### src/rtl/lsu_pkg.sv
// Shared types and constants for the load/store unit.
// The LSU_MISALIGN_TRAP_EN build uses is_misaligned() to trap before the bus request.
package lsu_pkg;

  typedef enum logic [1:0] {
    SIZE_B = 2'b00,
    SIZE_H = 2'b01,
    SIZE_W = 2'b10
  } size_e;

  typedef enum logic [1:0] {
    IDLE,
    REQ,
    WAIT,
    RESP
  } state_e;

  localparam logic [3:0] BE_B = 4'b0001;
  localparam logic [3:0] BE_H = 4'b0011;
  localparam logic [3:0] BE_W = 4'b1111;

  // Size code 2'b11 behaves as a word access.
  function automatic logic is_misaligned(input logic [1:0] size, input logic [1:0] offset);
    case (size)
      SIZE_B:  return 1'b0;
      SIZE_H:  return offset[0];
      default: return offset != 2'b00;
    endcase
  endfunction

endpackage

### src/rtl/lsu_align.sv
// Combinational lane steering: byte enables, store-data replication and
// load-data shift plus sign/zero extension.
module lsu_align
  import lsu_pkg::*;
#(
  parameter int DataWidth = 32
) (
  input  logic [1:0]           i_size,
  input  logic [1:0]           i_offset,
  input  logic                 i_unsigned,
  input  logic [DataWidth-1:0] i_wdata,
  input  logic [DataWidth-1:0] i_rdata,
  output logic [3:0]           o_be,
  output logic [DataWidth-1:0] o_wdata,
  output logic [DataWidth-1:0] o_rdata
);

  logic [DataWidth-1:0] w_shifted;
  logic                 w_sign_b;
  logic                 w_sign_h;

  assign w_shifted = i_rdata >> {i_offset, 3'b000};
  assign w_sign_b  = ~i_unsigned & w_shifted[7];
  assign w_sign_h  = ~i_unsigned & w_shifted[15];

  // Lane offsets past the top byte simply fall off the 4-bit enable mask.
  always_comb begin
    o_be    = BE_W;
    o_wdata = i_wdata;
    o_rdata = w_shifted;
    case (i_size)
      SIZE_B: begin
        o_be    = BE_B << i_offset;
        o_wdata = {(DataWidth/8){i_wdata[7:0]}};
        o_rdata = {{(DataWidth-8){w_sign_b}}, w_shifted[7:0]};
      end
      SIZE_H: begin
        o_be    = BE_H << i_offset;
        o_wdata = {(DataWidth/16){i_wdata[15:0]}};
        o_rdata = {{(DataWidth-16){w_sign_h}}, w_shifted[15:0]};
      end
      default: ;
    endcase
  end

endmodule

### src/rtl/lsu.sv
// Load/store unit: one outstanding request, IDLE/REQ/WAIT/RESP handshake FSM.
// Define LSU_MISALIGN_TRAP_EN to answer misaligned requests with err_o instead of a bus access.
module lsu
  import lsu_pkg::*;
#(
  parameter int DataWidth = 32,
  parameter int AddrWidth = 32
) (
  input  logic                 clk_i,
  input  logic                 rst_ni,
  input  logic                 req_valid_i,
  output logic                 req_ready_o,
  input  logic [AddrWidth-1:0] addr_i,
  input  logic [DataWidth-1:0] wdata_i,
  input  logic                 we_i,
  input  logic [1:0]           size_i,
  input  logic                 unsigned_i,
  output logic                 rsp_valid_o,
  output logic [DataWidth-1:0] rdata_o,
  output logic                 err_o,
  output logic                 busy_o,
  output logic                 mem_req_o,
  input  logic                 mem_gnt_i,
  output logic [AddrWidth-1:0] mem_addr_o,
  output logic                 mem_we_o,
  output logic [3:0]           mem_be_o,
  output logic [DataWidth-1:0] mem_wdata_o,
  input  logic                 mem_rvalid_i,
  input  logic [DataWidth-1:0] mem_rdata_i
);

  state_e               r_state;
  logic [AddrWidth-1:0] r_addr;
  logic [DataWidth-1:0] r_wdata;
  logic                 r_we;
  logic [1:0]           r_size;
  logic                 r_unsigned;
  logic                 r_mem_req;
  logic                 r_rsp_valid;
  logic [DataWidth-1:0] r_rdata;
  logic [DataWidth-1:0] w_rdata_ext;

  lsu_align #(
    .DataWidth(DataWidth)
  ) u_align (
    .i_size    (r_size),
    .i_offset  (r_addr[1:0]),
    .i_unsigned(r_unsigned),
    .i_wdata   (r_wdata),
    .i_rdata   (mem_rdata_i),
    .o_be      (mem_be_o),
    .o_wdata   (mem_wdata_o),
    .o_rdata   (w_rdata_ext)
  );

  assign req_ready_o = (r_state == IDLE);
  assign busy_o      = (r_state != IDLE);
  assign mem_req_o   = r_mem_req;
  assign mem_addr_o  = {r_addr[AddrWidth-1:2], 2'b00};
  assign mem_we_o    = r_we;
  assign rsp_valid_o = r_rsp_valid;
  assign rdata_o     = r_rdata;

`ifdef LSU_MISALIGN_TRAP_EN
  logic r_err;
  assign err_o = r_err;
`else
  assign err_o = 1'b0;
`endif

  // rsp_valid (and err) are set on the edge entering RESP and cleared on the next.
  always_ff @(posedge clk_i or negedge rst_ni) begin
    if (!rst_ni) begin
      r_state     <= IDLE;
      r_addr      <= '0;
      r_wdata     <= '0;
      r_we        <= 1'b0;
      r_size      <= 2'b00;
      r_unsigned  <= 1'b0;
      r_mem_req   <= 1'b0;
      r_rsp_valid <= 1'b0;
      r_rdata     <= '0;
`ifdef LSU_MISALIGN_TRAP_EN
      r_err       <= 1'b0;
`endif
    end else begin
      r_rsp_valid <= 1'b0;
`ifdef LSU_MISALIGN_TRAP_EN
      r_err       <= 1'b0;
`endif
      case (r_state)
        IDLE: begin
          if (req_valid_i) begin
            r_addr     <= addr_i;
            r_wdata    <= wdata_i;
            r_we       <= we_i;
            r_size     <= size_i;
            r_unsigned <= unsigned_i;
`ifdef LSU_MISALIGN_TRAP_EN
            if (is_misaligned(size_i, addr_i[1:0])) begin
              r_state     <= RESP;
              r_rsp_valid <= 1'b1;
              r_err       <= 1'b1;
            end else
`endif
            begin
              r_state   <= REQ;
              r_mem_req <= 1'b1;
            end
          end
        end
        REQ: begin
          if (mem_gnt_i) begin
            r_mem_req <= 1'b0;
            if (r_we) begin
              r_state     <= RESP;
              r_rsp_valid <= 1'b1;
            end else if (mem_rvalid_i) begin
              r_rdata     <= w_rdata_ext;
              r_state     <= RESP;
              r_rsp_valid <= 1'b1;
            end else begin
              r_state <= WAIT;
            end
          end
        end
        WAIT: begin
          if (mem_rvalid_i) begin
            r_rdata     <= w_rdata_ext;
            r_state     <= RESP;
            r_rsp_valid <= 1'b1;
          end
        end
        RESP: begin
          r_state <= IDLE;
        end
        default: begin
          r_state <= IDLE;
        end
      endcase
    end
  end

endmodule

### config.mk
export PLATFORM = sky130hd
export DESIGN_NAME = lsu
export DESIGN_NICKNAME = d
export VERILOG_FILES = /design/src/rtl/lsu_pkg.sv /design/src/rtl/lsu_align.sv /design/src/rtl/lsu.sv
export SDC_FILE = /design/constraint.sdc
export NUM_CORES = 1
export LEC_CHECK = 0
export ABC_AREA = 1
export BUFFER_PORTS_ARGS = -buffer_cell sky130_fd_sc_hd__buf_2
export CAP_MARGIN = 20
export CORE_MARGIN = 2
export CORE_UTILIZATION = 31
export CTS_CLUSTER_DIAMETER = 50
export CTS_CLUSTER_SIZE = 28
export DETAILED_ROUTE_END_ITERATION = 6
export PLACE_DENSITY = 0.65
export SLEW_MARGIN = 30
export SYNTH_ARGS = -nofsm -noshare
export SYNTH_HDL_FRONTEND = slang
export SYNTH_SLANG_ARGS = --single-unit
### constraint.sdc
create_clock -name clk_i -period 4.95 [get_ports clk_i]
set_clock_uncertainty 0.05 [all_clocks]
set_input_delay 0.99 -clock clk_i [delete_from_list [all_inputs] [get_ports clk_i]]
set_output_delay 0.99 -clock clk_i [all_outputs]
set_load 0.01 [all_outputs]
==> results of run 1 <==
[stage by stage]
stage | std cells | cell area (µm²)
after floorplan | 616 | 5460
after global placement | 983 | 6340
after detailed placement | 983 | 6340
after CTS | 999 | 6670
after global routing | 999 | 6670
final | 999 | 6670
[layer usage]
metal / vias up / global-route usage, % / share of wire [%]
met5: - / 0 / 0.086
met4: 2 / 4.40 / 0.99
met3: 19 / 5.48 / 9.1
met2: 216 / 26.1 / 47
met1: 2160 / 20.8 / 43
li1: 2231 / - / -
[worst max-delay path, stage by stage, from the launching register on]
cell,delay [ns]
dfrtp_1,0.43
inv_6,0.15
nand2_4,0.12
inv_1,0.41
nand2_1,0.17
o211ai_1,0.16
buf_2,0.18
[path summary, 6_finish.rpt]
| check | start | end |
|---|---|---|
| max in group asynchronous | rst_ni | r_addr[29] |
| hold / removal | rdata_o[1] | rdata_o[1] |
| hold reg to reg | rdata_o[1] | rdata_o[1] |
| min in group asynchronous | rst_ni | rdata_o[3] |
| setup / recovery | r_size[1] | mem_wdata_o[31] |
| setup reg to reg | r_addr[0] | rdata_o[23] |
[logic make-up (layout without fill, tap and decap cells)]
family                   Yosys count  count (layout)  share of synthesized area [%]
AO/OA/AOI/OAI                     55              55                           5.87
adder cells (fa/ha/maj)            4               4                          0.918
other                              1               3                         0.0688
multiplexers                      56              56                           11.6
AND/OR/NAND/NOR                  287             287                           22.4
flip-flops                       104             104                           47.7
buffers and inverters            107             265                           11.5
[power by group through the flow]
| stage | registers (W) | logic [W] | clock network [W] |
|---|---|---|---|
| 6_report | 0.00157 | 0.00226 | 0.000799 |
| 5_1_grt | 0.00163 | 0.00253 | 0.000858 |
| 4_1_cts | 0.00157 | 0.00229 | 0.000820 |
| 3_5_place_dp | 0.00158 | 0.00229 | 0 |
| 3_3_place_gp | 0.00157 | 0.00225 | 0 |
| 2_1_floorplan | 0.00155 | 0.00170 | 0 |
[final cells by class]
cell class	count	area share, %
flip-flops and latches	104	39.0
well taps	225	4.22
clock buffers	9	3.38
multi-input cells	405	33.6
repair buffers	210	16.0
inverters	39	2.31
clock inverters	7	1.52
[flip-flops by register name, summed over array words and instances, names as in the netlist]
signal       count
r_size           2
r_unsigned       1
rdata_o         32
r_state          2
r_addr          32
r_wdata         32
mem_we_o         1
rsp_valid_o      1
mem_req_o        1
[cell usage in the layout, fill, tap and decap left out, drive strengths merged]
cell type,instances
a21oi,14
bufinv,2
dfrtp,104
o22ai,1
buf,210
a2bb2oi,1
mux2,56
nand2,160
nor2,74
conb,3
clkbuf,9
nand3,37
ha,4
clkinv,2
clkinvlp,1
o21ai,23
or2,16
inv,41
o211ai,16
==> flow_metrics.env, run 1 <==
export IMPL_cts_resized_gates=0
export IMPL_final_layout_size_suffix_gt1_share_pct=38.9
export IMPL_drtAntennaViolNets=0
export IMPL_worstMarginPinSlew_ns=0.952
export IMPL_hold_violations=0
export IMPL_clock_latency_ns=0.35
export IMPL_seq_area_um2=2600
export IMPL_routabilityCongestion=0.878
export IMPL_via_count=4628
export IMPL_async_reset_ff_share_pct=100
export IMPL_synthCells=614
export IMPL_synth_avg_cell_area_um2=8.88
export IMPL_num_fill_cells=1754
export IMPL_post_cts_repair_setup_buffers=0
export IMPL_yosys_register_bits=104
export IMPL_area_growth_pct=22.3
export IMPL_port_buffers=207
export IMPL_drv_slew=0
export IMPL_crit_type="reg -> out"
export IMPL_overflow=0
export IMPL_clk_path_buf_depth=2
export IMPL_final_util_pct=38.7
export IMPL_critPathArrivalTime_ns=1.97
export IMPL_required_ns=3.91
export IMPL_setup_viol=0
export IMPL_first_pass_iters=5
export IMPL_hold_depth=2
export IMPL_slew_headroom_pct=36.4
export IMPL_wl_per_cell_um=15.2
export IMPL_hold_slack_ns=0.440
export IMPL_wirelength_um=15100
export IMPL_cts_buffers=9
export IMPL_postCtsHoldBufs=0
export IMPL_multiInputGateArea_um2=2240
export IMPL_yosysWarnings=0
export IMPL_synth_area_leaders="dfrtp_1 48%, mux2_2 12%, nand2_1 11%"
export IMPL_clkTransAtPathRegs_ns=0.08
export IMPL_synth_top_area_share_pct=47.7
export IMPL_reg2reg_slack_ns=2.25
export IMPL_nets=878
export IMPL_yosysMostFrequentCell="nand2_1"
export IMPL_grt_first_pass_wirelength_um=23100
export IMPL_dp_slack_ns=2.28
export IMPL_crit_fanout=16
export IMPL_drt_initial_drc_count=288
export IMPL_fin_crit_ns=3.01
export IMPL_via_per_inst=4.63
export IMPL_maxClockFrequency_mhz=333
export IMPL_synth_cell_type_count=29
export IMPL_hp_class="reg -> reg"
export IMPL_grt_max_degree=75
export IMPL_swShare_pct=41.9
export IMPL_maxCapViolations=0
export IMPL_post_route_period_util_pct=60.8
export IMPL_core_um2=17200
export IMPL_p_sw_w=0.00194
export IMPL_dp_hpwl_um=10900
export IMPL_io_pins=211
export IMPL_ff2ff_path_depth=7
export IMPL_p_comb_share_pct=48.9
export IMPL_peakVddDrop_v=0.000275
export IMPL_seqPwrFrac_pct=33.9
export IMPL_std_cell_rows=48
export IMPL_rsz0062_at_grt="no"
export IMPL_total_power_w=0.00463
export IMPL_tritoncts="yes"
export IMPL_fin_tns_setup_ns=0
export IMPL_crit_path_start_kind="flop"
export IMPL_cts_root_buf="clkbuf_16"
export IMPL_ys_flop_type="dfrtp_1"
export IMPL_syn_area_um2=5450
export IMPL_cts_sinks=104
export IMPL_fin_ws_ns=1.94
export IMPL_antenna_found_initial=1
export IMPL_end_kind="primary output"
export IMPL_num_antenna_cells=0
export IMPL_p_leak_nw=3.51
export IMPL_htreeDepth=3
export IMPL_p_int_w=0.00269
export IMPL_drc=0
export IMPL_seq_area_frac_synth_pct=47.7
export IMPL_initial_core_util_pct=31.6
export IMPL_die_w_um=137
export IMPL_first_global_vias=4464
export IMPL_synth_top_area_cell="dfrtp_1"
export IMPL_run_status="finished, final reports clean"
export IMPL_clkPwrFrac_pct=17.3
export IMPL_grt_usage_pct=16.2
export IMPL_p_per_area_nw_per_um2=694
export IMPL_dieArea_um2=18700
export IMPL_die_h_um=137
export IMPL_yosys_top_cells_count="156 x nand2_1, 104 x dfrtp_1, 72 x nor2_1"
export IMPL_synth_edf_count=0
(Power assumes the default switching activity.)
==> inputs of run 2 (changes only) <==
--- a/config.mk
+++ b/config.mk
@@ -5,7 +5,7 @@
 export SDC_FILE = /design/constraint.sdc
 export NUM_CORES = 1
 export LEC_CHECK = 0
-export ABC_AREA = 1
+export ABC_AREA = 0
 export BUFFER_PORTS_ARGS = -buffer_cell sky130_fd_sc_hd__buf_2
 export CAP_MARGIN = 20
 export CORE_MARGIN = 2
==> constraint.sdc (replaced) <==
create_clock -name clk_i -period 2.79 [get_ports clk_i]
set_clock_uncertainty 0.05 [all_clocks]
set_input_delay 0.558 -clock clk_i [delete_from_list [all_inputs] [get_ports clk_i]]
set_output_delay 0.558 -clock clk_i [all_outputs]
set_load 0.01 [all_outputs]
==> run 2 against run 1 <==
Sequential share of layout area shrank 0.12 points. Final area grew 0.32%. Critical endpoint is now mem_wdata_o[8]. Hold slack lost 0.32 ns. Non-clock buffer count grew 11. Sequential cell count is the same. Die area shrank 1.6%. Synthesized cell count shrank 20%.
==> flow_metrics.env, run 2 <==
export IMPL_run_status="finished, final reports clean"
export IMPL_clkPwrFrac_pct=17.5
export IMPL_postCtsHoldBufs=0
export IMPL_p_leak_nw=3.32
export IMPL_swShare_pct=39.7
export IMPL_dieArea_um2=18400
export IMPL_via_count=4093
export IMPL_post_route_period_util_pct=82.9
export IMPL_port_buffers=207
export IMPL_dp_slack_ns=0.595
export IMPL_synth_cell_type_count=40
export IMPL_total_power_w=0.00811
export IMPL_peakVddDrop_v=0.000490
export IMPL_via_per_inst=4.62
export IMPL_wl_per_cell_um=15.5
export IMPL_yosysMostFrequentCell="dfrtp_1"
export IMPL_wirelength_um=13800
export IMPL_p_comb_share_pct=48.5
export IMPL_synth_top_area_share_pct=48.5
export IMPL_maxCapViolations=0
export IMPL_worstMarginPinSlew_ns=0.644
export IMPL_end_kind="primary output"
export IMPL_ys_flop_type="dfrtp_1"
export IMPL_p_per_area_nw_per_um2=1210
export IMPL_synth_avg_cell_area_um2=10.9
export IMPL_setup_viol=0
export IMPL_hp_class="in -> async"
export IMPL_die_h_um=136
export IMPL_crit_path_start_kind="flop"
export IMPL_cts_root_buf="clkbuf_16"
export IMPL_final_layout_size_suffix_gt1_share_pct=43.0
export IMPL_antenna_found_initial=0
export IMPL_fin_ws_ns=0.476
export IMPL_num_fill_cells=1722
export IMPL_std_cell_rows=48
export IMPL_cts_sinks=104
export IMPL_layout_commonest_cell="buf_2"
export IMPL_drt_initial_drc_count=172
export IMPL_core_um2=17100
export IMPL_drtAntennaViolNets=0
export IMPL_hold_violations=0
export IMPL_maxClockFrequency_mhz=432
export IMPL_synth_top_area_cell="dfrtp_1"
export IMPL_cts_resized_gates=0
export IMPL_fin_tns_setup_ns=0
export IMPL_first_global_vias=4141
export IMPL_critPathArrivalTime_ns=1.71
export IMPL_seqPwrFrac_pct=34.0
export IMPL_crit_fanout=8
export IMPL_dpl_cell_count=869
export IMPL_instances_no_fill=885
export IMPL_routabilityCongestion=0.790
export IMPL_fin_crit_ns=2.31
export IMPL_drv_slew=0
export IMPL_final_util_pct=39.1
export IMPL_synth_edf_count=0
export IMPL_nets=764
export IMPL_async_reset_ff_share_pct=100
export IMPL_clkTransAtPathRegs_ns=0.07
export IMPL_post_cts_repair_setup_buffers=0
export IMPL_first_pass_iters=5
export IMPL_crit_type="reg -> out"
export IMPL_clk_path_buf_depth=2
export IMPL_final_cell_mix="206 x buf_2, 104 x dfrtp_1, 67 x nand2_1"
export IMPL_seq_area_frac_synth_pct=48.5
export IMPL_p_int_w=0.00489
export IMPL_die_w_um=136
export IMPL_synthCells=491
export IMPL_dp_hpwl_um=10300
export IMPL_slew_headroom_pct=56.9
export IMPL_grt_usage_pct=15.3
export IMPL_overflow=0
export IMPL_syn_area_um2=5370
export IMPL_rsz0062_at_grt="no"
export IMPL_grt_first_pass_wirelength_um=21900
export IMPL_initial_core_util_pct=31.3
export IMPL_yosys_register_bits=104
export IMPL_tritoncts="yes"
export IMPL_htreeDepth=3
export IMPL_synth_area_leaders="dfrtp_1 49%, mux2_1 10%, mux2_2 7.6%"
export IMPL_clock_latency_ns=0.35
export IMPL_yosys_top_cells_count="104 x dfrtp_1, 68 x nand2_1, 48 x mux2_1"
export IMPL_drc=0
export IMPL_cts_buffers=9
export IMPL_p_sw_w=0.00322
export IMPL_required_ns=2.18
export IMPL_grt_max_degree=51
export IMPL_io_pins=211
export IMPL_num_antenna_cells=0
export IMPL_yosysWarnings=0
export IMPL_area_growth_pct=24.7
==> run 2: cell types whose count changed after synthesis, sizes merged, moves of 5 or more <==
| cell | previous run | this run |
|---|---|---|
| nor2b | 0 | 5 |
| or2 | 16 | 2 |
| nor2 | 74 | 30 |
| nand2 | 160 | 68 |
| mux2 | 56 | 85 |
| and2 | 0 | 7 |
| nand3 | 37 | 14 |
| inv | 38 | 5 |
| mux2i | 0 | 28 |
| o211ai | 16 | 9 |
==> run 2: worst max-delay path: stages (launching register included) <==
cell and delay (ns):
dfrtp_1 0.48, nor2_1 0.55, nand2_1 0.11, nand2_1 0.09, buf_2 0.12
==> run 2: worst paths after layout <==
kind                             endpoint  cells after the start  slack (ns)        from
max                        mem_wdata_o[8]                      4        0.48   r_size[0]
min reg2reg                    rdata_o[1]                      2        0.44  rdata_o[1]
min in group clk_i             r_wdata[0]                      2        0.36  wdata_i[0]
max reg2reg                   rdata_o[24]                      6        0.59  r_state[0]
max in group asynchronous     r_wdata[21]                      2        1.91      rst_ni
min                            r_addr[16]                      1        0.12      rst_ni
==> run 2: metal layers <==
| layer | vias up | track usage (%) | routed length [µm] |
|---|---|---|---|
| met5 | - | 0 | 0 |
| met4 | 0 | 5.03 | 190 |
| met3 | 12 | 4.19 | 1030 |
| met2 | 137 | 25.0 | 6500 |
| met1 | 1983 | 19.5 | 6030 |
| li1 | 1961 | - | - |
==> run 2: area by class of cell <==
class                   count  area [µm²]  area share, %
inverters                   5        18.8          0.280
clock inverters             6        91.3           1.36
repair buffers            221        1170           17.5
multi-input cells         314        2290           34.2
clock buffers              10         239           3.57
flip-flops and latches    104        2600           38.9
well taps                 225         282           4.21
==> run 2: through the flow <==
stage	hold WS [ns]	area (µm²)
after floorplan	0.212	5370
after global placement	0.415	6360
after detailed placement	0.424	6360
after CTS	0.132	6690
after global routing	0.159	6690
final	0.119	6690
==> run 2: cell families (layout without fill, tap and decap cells) <==
family | count (synthesis) | count (layout) | synth area share, %
other cells | 1 | 3 | 0.0699
fa+ha+maj | 4 | 4 | 0.933
compound gates | 62 | 62 | 7.28
simple gates | 132 | 132 | 10.8
buf+inv | 75 | 242 | 9.31
flops | 104 | 104 | 48.5
mux | 113 | 113 | 23.1
==> run 2: power by group through the flow <==
stage	combinational [W]	clock (W)	sequential [W]
final	0.00393	0.00142	0.00276
after CTS	0.00400	0.00146	0.00277
after global routing	0.00436	0.00151	0.00288
after floorplan	0.00289	0	0.00274
after global placement	0.00393	0	0.00278
after detailed placement	0.00398	0	0.00279
